==> config.mk <==
export PLATFORM = sky130hd
export DESIGN_NAME = i2c_pin_conditioner
export DESIGN_NICKNAME = d
export VERILOG_FILES = /design/src/rtl/i2c_pin_conditioner.sv
export SDC_FILE = /design/constraint.sdc
export NUM_CORES = 1
export LEC_CHECK = 0
export CORE_UTILIZATION = 40
export CTS_CLUSTER_DIAMETER = 30
export DETAILED_ROUTE_END_ITERATION = 7
export SYNTH_ARGS = -nofsm -noshare
export SYNTH_HDL_FRONTEND = slang
export SYNTH_HIERARCHICAL = 1
export SYNTH_SLANG_ARGS = --single-unit
export TNS_END_PERCENT = 30
==> constraint.sdc <==
create_clock -name clk_i -period 4.1 [get_ports clk_i]
set_input_delay 0.82 -clock clk_i [delete_from_list [all_inputs] [get_ports clk_i]]
set_output_delay 0.82 -clock clk_i [all_outputs]
set_load 0.02 [all_outputs]
==> src/rtl/i2c_pin_conditioner.sv <==
// I2C pad-side front end: synchronise and debounce SCL/SDA, delay SCL toward
// the core, emit edge/START/STOP strobes, and hold-delay the SDA pad drive.

// One pad line: two-flop synchroniser followed by a length-programmable debounce.
module i2c_pin_conditioner_line #(
    parameter int CNT_W = 8
) (
    input  logic             clk_i,
    input  logic             rst_ni,
    input  logic [CNT_W-1:0] len_i,
    input  logic             pad_i,
    output logic             filt_o
);
    localparam logic [CNT_W-1:0] ONE = CNT_W'(1);

    logic             s1_q, s2_q;
    logic             filt_q, filt_d;
    logic [CNT_W-1:0] dcnt_q, dcnt_d;

    // Accept a new level only after it has differed from filt for len+1 samples.
    always_comb begin
        filt_d = filt_q;
        dcnt_d = dcnt_q;
        if (s2_q == filt_q) begin
            dcnt_d = '0;
        end else if (dcnt_q >= len_i) begin
            filt_d = s2_q;
            dcnt_d = '0;
        end else begin
            dcnt_d = dcnt_q + ONE;
        end
    end

    // Synchroniser and debounce state; idle bus level is high.
    always_ff @(posedge clk_i) begin
        if (!rst_ni) begin
            s1_q   <= 1'b1;
            s2_q   <= 1'b1;
            filt_q <= 1'b1;
            dcnt_q <= '0;
        end else begin
            s1_q   <= pad_i;
            s2_q   <= s1_q;
            filt_q <= filt_d;
            dcnt_q <= dcnt_d;
        end
    end

    assign filt_o = filt_q;
endmodule

module i2c_pin_conditioner #(
    parameter int CNT_W = 8
) (
    input  logic             clk_i,
    input  logic             rst_ni,
    input  logic             i2c_enabled_i,
    input  logic [CNT_W-1:0] i2c_debounce_len_i,
    input  logic [CNT_W-1:0] i2c_scl_delay_len_i,
    input  logic [CNT_W-1:0] i2c_sda_delay_len_i,
    input  logic             i2c_scl_i,
    input  logic             i2c_sda_i,
    output logic             i2c_sda_o,
    input  logic             core_sda_i,
    output logic             scl_o,
    output logic             sda_o,
    output logic             scl_rise_o,
    output logic             scl_fall_o,
    output logic             start_o,
    output logic             stop_o
);
    localparam logic [CNT_W-1:0] ONE = CNT_W'(1);

    // Lane 0 is SCL, lane 1 is SDA.
    logic [1:0] pad, filt;
    assign pad = {i2c_sda_i, i2c_scl_i};

    for (genvar g = 0; g < 2; g++) begin : g_line
        i2c_pin_conditioner_line #(.CNT_W(CNT_W)) u_line (
            .clk_i  (clk_i),
            .rst_ni (rst_ni),
            .len_i  (i2c_debounce_len_i),
            .pad_i  (pad[g]),
            .filt_o (filt[g])
        );
    end

    logic             scl_q, scl_d;
    logic [CNT_W-1:0] scnt_q, scnt_d;
    logic             scl_prev_q, sda_prev_q;
    logic             rise_q, fall_q, start_q, stop_q;
    logic             rise_d, fall_d, start_d, stop_d;
    logic             osda_q, osda_d;
    logic [CNT_W-1:0] ocnt_q, ocnt_d;

    // SCL delay toward the core; a change that reverts before expiry is dropped.
    always_comb begin
        scl_d  = scl_q;
        scnt_d = scnt_q;
        if (filt[0] == scl_q) begin
            scnt_d = '0;
        end else if (scnt_q >= i2c_scl_delay_len_i) begin
            scl_d  = filt[0];
            scnt_d = '0;
        end else begin
            scnt_d = scnt_q + ONE;
        end
    end

    // Strobes from previous vs current conditioned levels; START/STOP need SCL
    // high on both sides so a simultaneous SCL edge never qualifies.
    always_comb begin
        rise_d  = scl_q & ~scl_prev_q;
        fall_d  = ~scl_q & scl_prev_q;
        start_d = sda_prev_q & ~filt[1] & scl_prev_q & scl_q;
        stop_d  = ~sda_prev_q & filt[1] & scl_prev_q & scl_q;
    end

    // Pad SDA hold delay; disabling releases the pad on the next clock.
    always_comb begin
        osda_d = osda_q;
        ocnt_d = ocnt_q;
        if (!i2c_enabled_i) begin
            osda_d = 1'b1;
            ocnt_d = '0;
        end else if (core_sda_i == osda_q) begin
            ocnt_d = '0;
        end else if (ocnt_q >= i2c_sda_delay_len_i) begin
            osda_d = core_sda_i;
            ocnt_d = '0;
        end else begin
            ocnt_d = ocnt_q + ONE;
        end
    end

    // All conditioner state; reset abandons any pending change.
    always_ff @(posedge clk_i) begin
        if (!rst_ni) begin
            scl_q      <= 1'b1;
            scnt_q     <= '0;
            scl_prev_q <= 1'b1;
            sda_prev_q <= 1'b1;
            rise_q     <= 1'b0;
            fall_q     <= 1'b0;
            start_q    <= 1'b0;
            stop_q     <= 1'b0;
            osda_q     <= 1'b1;
            ocnt_q     <= '0;
        end else begin
            scl_q      <= scl_d;
            scnt_q     <= scnt_d;
            scl_prev_q <= scl_q;
            sda_prev_q <= filt[1];
            rise_q     <= rise_d;
            fall_q     <= fall_d;
            start_q    <= start_d;
            stop_q     <= stop_d;
            osda_q     <= osda_d;
            ocnt_q     <= ocnt_d;
        end
    end

    assign scl_o      = scl_q;
    assign sda_o      = filt[1];
    assign scl_rise_o = rise_q;
    assign scl_fall_o = fall_q;
    assign start_o    = start_q;
    assign stop_o     = stop_q;
    assign i2c_sda_o  = osda_q;
endmodule

# Yosys cells after proc, flatten, opt, wreduce, memory -nomap -nowiden
# Cells that the tools add are included.
# totals
regBits	46
latchBits	0
mem_bits_rw	0
rom_bits	0
input_bits	30
output_inout_bits	7
elab_cells	57
memories	0
# op_classes
add_sub_neg	4
multipliers	0
div	0
magnitude_cmp	4
eq_ne	4
shift	0
n_mux	0
bitwise_logic	18
n_reduce_logical	9
# op_table
op	count
adder 8 x 1 -> 8 bit (second input constant)	4
greater-or-equal comparator 8 bit	4
NOT 1 bit	10
AND reduction 2 bit	5
OR reduction 3 bit	3
AND 1 bit	8
== test 1 bit	4
OR reduction 4 bit	1

# Depth between registers and ports, before layout
# logic_depth
depth_word	4
ltp_mapped	8
mapped_depth_nobuf	7

# Modules after synthesis
# Netlist, hierarchy kept.
# modules_own_cells
mod	n_inst	cells_per_inst	area_per_inst_um2	seq_area_each_um2
i2c_pin_conditioner	1	142	1303.8	480.5
i2c_pin_conditioner_line	2	66	645.6	220.2

# Least setup slack after synthesis
# Ideal clock, no wire load.
# synth_path
path_type	input port to flip-flop
from	in i2c_sda_delay_len_i[5]
to	reg ocnt_q[3]
setup_time_ps	62
arrival_ps	2225
t_required_ps	4038
path_slack_ps	1813
path_stages	8
n_path_buf	1
cell_sequence	inv_1 ha_1 and4_1 a21oi_1 o221ai_2 or3_1 buf_6 nor2_2
# synth_between
elab_chain_len	2
# synth_lines
item	line	source
start, declared	60	input logic [CNT_W-1:0] i2c_sda_delay_len_i,
greater-or-equal comparator 8 bit	128	end else if (ocnt_q >= i2c_sda_delay_len_i) begin
OR reduction 4 bit (no line)	n/a	
end signal, assigned	159	ocnt_q <= ocnt_d;
end, declared	94	logic [CNT_W-1:0] ocnt_q, ocnt_d;
# No other way between the ends.
# A chain may end at the register's enable or synchronous reset.

# Final worst setup path
# layout_path
from	in i2c_sda_delay_len_i[5]
to	reg ocnt_q[6]
# The elaborated chain is that of the path after synthesis.

==> results_dict.tcl <==
set metrics [dict create \
    first_global_vias 1754 \
    postPlaceCellArea_um2 3040 \
    post_cts_buffers 0 \
    ys_ff_latch 46 \
    synthArstFlopShare_pct 0 \
    grt.overflow.total 0 \
    ys_seq_area_share_pct 35.5 \
    synth-edff-count 0 \
    stdcell_area_um2 3120 \
    cap_violations 0 \
    cts-htree-levels 2 \
    fmax_mhz 375 \
    gr-usage-all-layers_pct 14.3 \
    wl_met3_um 201 \
    chipHeight_um 82.5 \
    critPathBufInv 2 \
    clock-sinks 46 \
    postCtsHoldBufs 0 \
    synth_cells 274 \
    cts_buffer_depth 2 \
    syn_to_final_growth_pct 20.3 \
    wl_met1_um 2240 \
    drive_above_1_share_pct 7.30 \
    critPathKind "in2reg" \
    mostFrequentLayoutCells "46 x dfxtp_1, 41 x inv_1, 36 x ha_1, 36 x clkdlybuf4s50_1, 28 x nor2_1" \
    tightest_slew_ns 0.675 \
    synth_nets 340 \
    critPathMaxStageDelay_ns 0.60 \
    cts_tree "done" \
    powerDensity_nw_per_um2 258 \
    synth.cell_area_um2 2590 \
    worstSkewPairLatency_ns 0.29 \
    antenna_cells 0 \
    grt_max_degree 16 \
    crit_family "simple AND/OR/NAND/NOR gates" \
    nNetsFinal 382 \
    antenna_found_initial 0 \
    slew_headroom_pct 54.9 \
    dr.max_layer_used "met4" \
    clk_pin_slew_worst_paths_ns 0.08 \
    gp_congestion 0.760 \
    vias_per_cell 4.74 \
    io_pins 37 \
    hold_viol_final 0 \
    setup_viol 0 \
    synthDistinctLibCells 35 \
    cts_made_buffers 5 \
    synth_area_leaders "dfxtp_1 35%, ha_1 17%, xor2_1 7.1%" \
    portBuffers 36 \
    routed-wl-met2_um 1900 \
    rows 28 \
    worstHoldPathType "reg2reg" \
    route.detailed.drc 0 \
    final_core_util_pct 51.2 \
    fin_skew_ns 0.00514 \
    ant_nets 0 \
    status "completed" \
    timing.final.crit_share_pct 65.0 \
    cts_resized 0 \
    crit_slowest_cell "or3_1" \
    rsz0062_at_grt "no" \
    initial_core_util_pct 42.6 \
    cp.arrival_ns 2.90 \
    cp-end-kind "flop" \
    initialDrtViolationCount 26 \
    p_leak_nw 1.39 \
    crit_fanout 8 \
    crit_required_ns 4.33 \
    route.vias.total 1850 \
    core_um2 6100 \
    dieArea_um2 6810 \
    power_mw 0.806 \
    slew_violations 0 \
    fill_cells 603 \
    syn_avg_cell_area_um2 9.47 \
    synthFlopType "dfxtp_1" \
    yosysWarnings 6 \
    startpoint_type "input pin" \
    final_common_cell "dfxtp_1" \
    finalCriticalPeriod_ns 2.67 \
    cts.root.buffer_cell "clkbuf_8" \
    firstDrtPassIters 4 \
    multiInputGateArea_um2 1510 \
    wire_per_inst_um 11.2 \
    worstPathCellList "clkdlybuf4s50_1 -> inv_1 -> ha_1 -> and4_1 -> a21oi_1 -> o221ai_2 -> or3_1 -> nor2_2" \
    vdd_drop_max_mv 0.147 \
    synth_top_area_share_pct 35.5 \
    dp_hpwl_um 3450 \
    routed_wl_um 4370 \
    grt_pass1_wl_um 7460 \
    regArea_um2 921 \
    synth_top_area_cell "dfxtp_1" \
    setup_tns_ns 0 \
    die_w_um 82.5 \
]
==> worst reg2reg max path, delay by kind of cell (launching register included) <==
kind	cells	cell delay, ns
AOI/OAI and AO/OA	2	0.41
and+or+nand+nor	3	0.91
DFF	1	0.40
adders and majority gates	1	0.26
buffers and inverters	1	0.06
==> cell type report <==
| class | instances | share of cell area [%] |
|---|---|---|
| sequential | 46 | 29.5 |
| multi-input combinational | 186 | 48.4 |
| tap | 75 | 3.01 |
| inverter | 41 | 4.93 |
| clock buffer | 6 | 2.65 |
| timing repair buffer | 36 | 11.5 |
==> sequential cells by signal, summed over array words and instances (netlist names), 2 cells and up <==
register,flops
g_line.u_line/dcnt_q,16
ocnt_q,8
g_line.u_line/filt_o,2
scnt_q,8
g_line.u_line/s1_q,2
g_line.u_line/s2_q,2
==> synthesized netlist by cell type, types with 4 or more instances <==
cell,n
o21a_1,4
o211ai_1,6
xor2_1,21
nand3_1,19
nand2_1,5
a21oi_1,6
and3_1,8
nor2_2,7
ha_1,36
nand2b_1,6
nor2_1,28
xnor2_1,7
dfxtp_1,46
inv_1,41
==> path summary, 6_finish.rpt <==
| check | start | endpoint | slack (ns) | cells after the start |
|---|---|---|---|---|
| min reg2reg | g_line[0].u_line/s1_q | g_line[0].u_line/s2_q | 0.41 | 1 |
| max | i2c_sda_delay_len_i[5] | ocnt_q[6] | 1.43 | 8 |
| max reg2reg | ocnt_q[0] | ocnt_q[6] | 2.01 | 7 |
| min | g_line[0].u_line/s1_q | g_line[0].u_line/s2_q | 0.41 | 1 |
==> power by group <==
group	total, mW	switching, mW	internal (mW)	leakage (nW)
sequential	0.452	0.00265	0.450	0.372
clock	0.273	0.142	0.130	0.0431
combinational	0.0810	0.0329	0.0481	0.975
==> routing by layer <==
layer  global-route usage (%)  vias to the layer above
li1                         -                     1003
met1                     17.4                      813
met2                     24.5                       30
met3                     4.07                        4
met4                     3.62                        0
met5                        0                        -
==> kinds of logic after synthesis <==
group                    share of synthesized area [%]
flip-flops                                        35.5
XOR/XNOR                                          9.45
AND/OR/NAND/NOR                                   18.9
AO/OA/AOI/OAI                                     12.1
adder cells (fa/ha/maj)                           17.4
buffers and inverters                             6.36
multiplexers                                     0.386
==> through the flow <==
step / worst slack, ns / instances / hold slack (ns)
5_1_grt: 1.30 / 390 / 0.450
2_1_floorplan: 1.81 / 274 / 0.386
3_5_place_dp: 1.12 / 384 / 0.397
6_report: 1.43 / 390 / 0.414
4_1_cts: 1.44 / 390 / 0.416
3_3_place_gp: 1.16 / 384 / 0.393
Note: power is estimated with default switching activity, not from simulation.
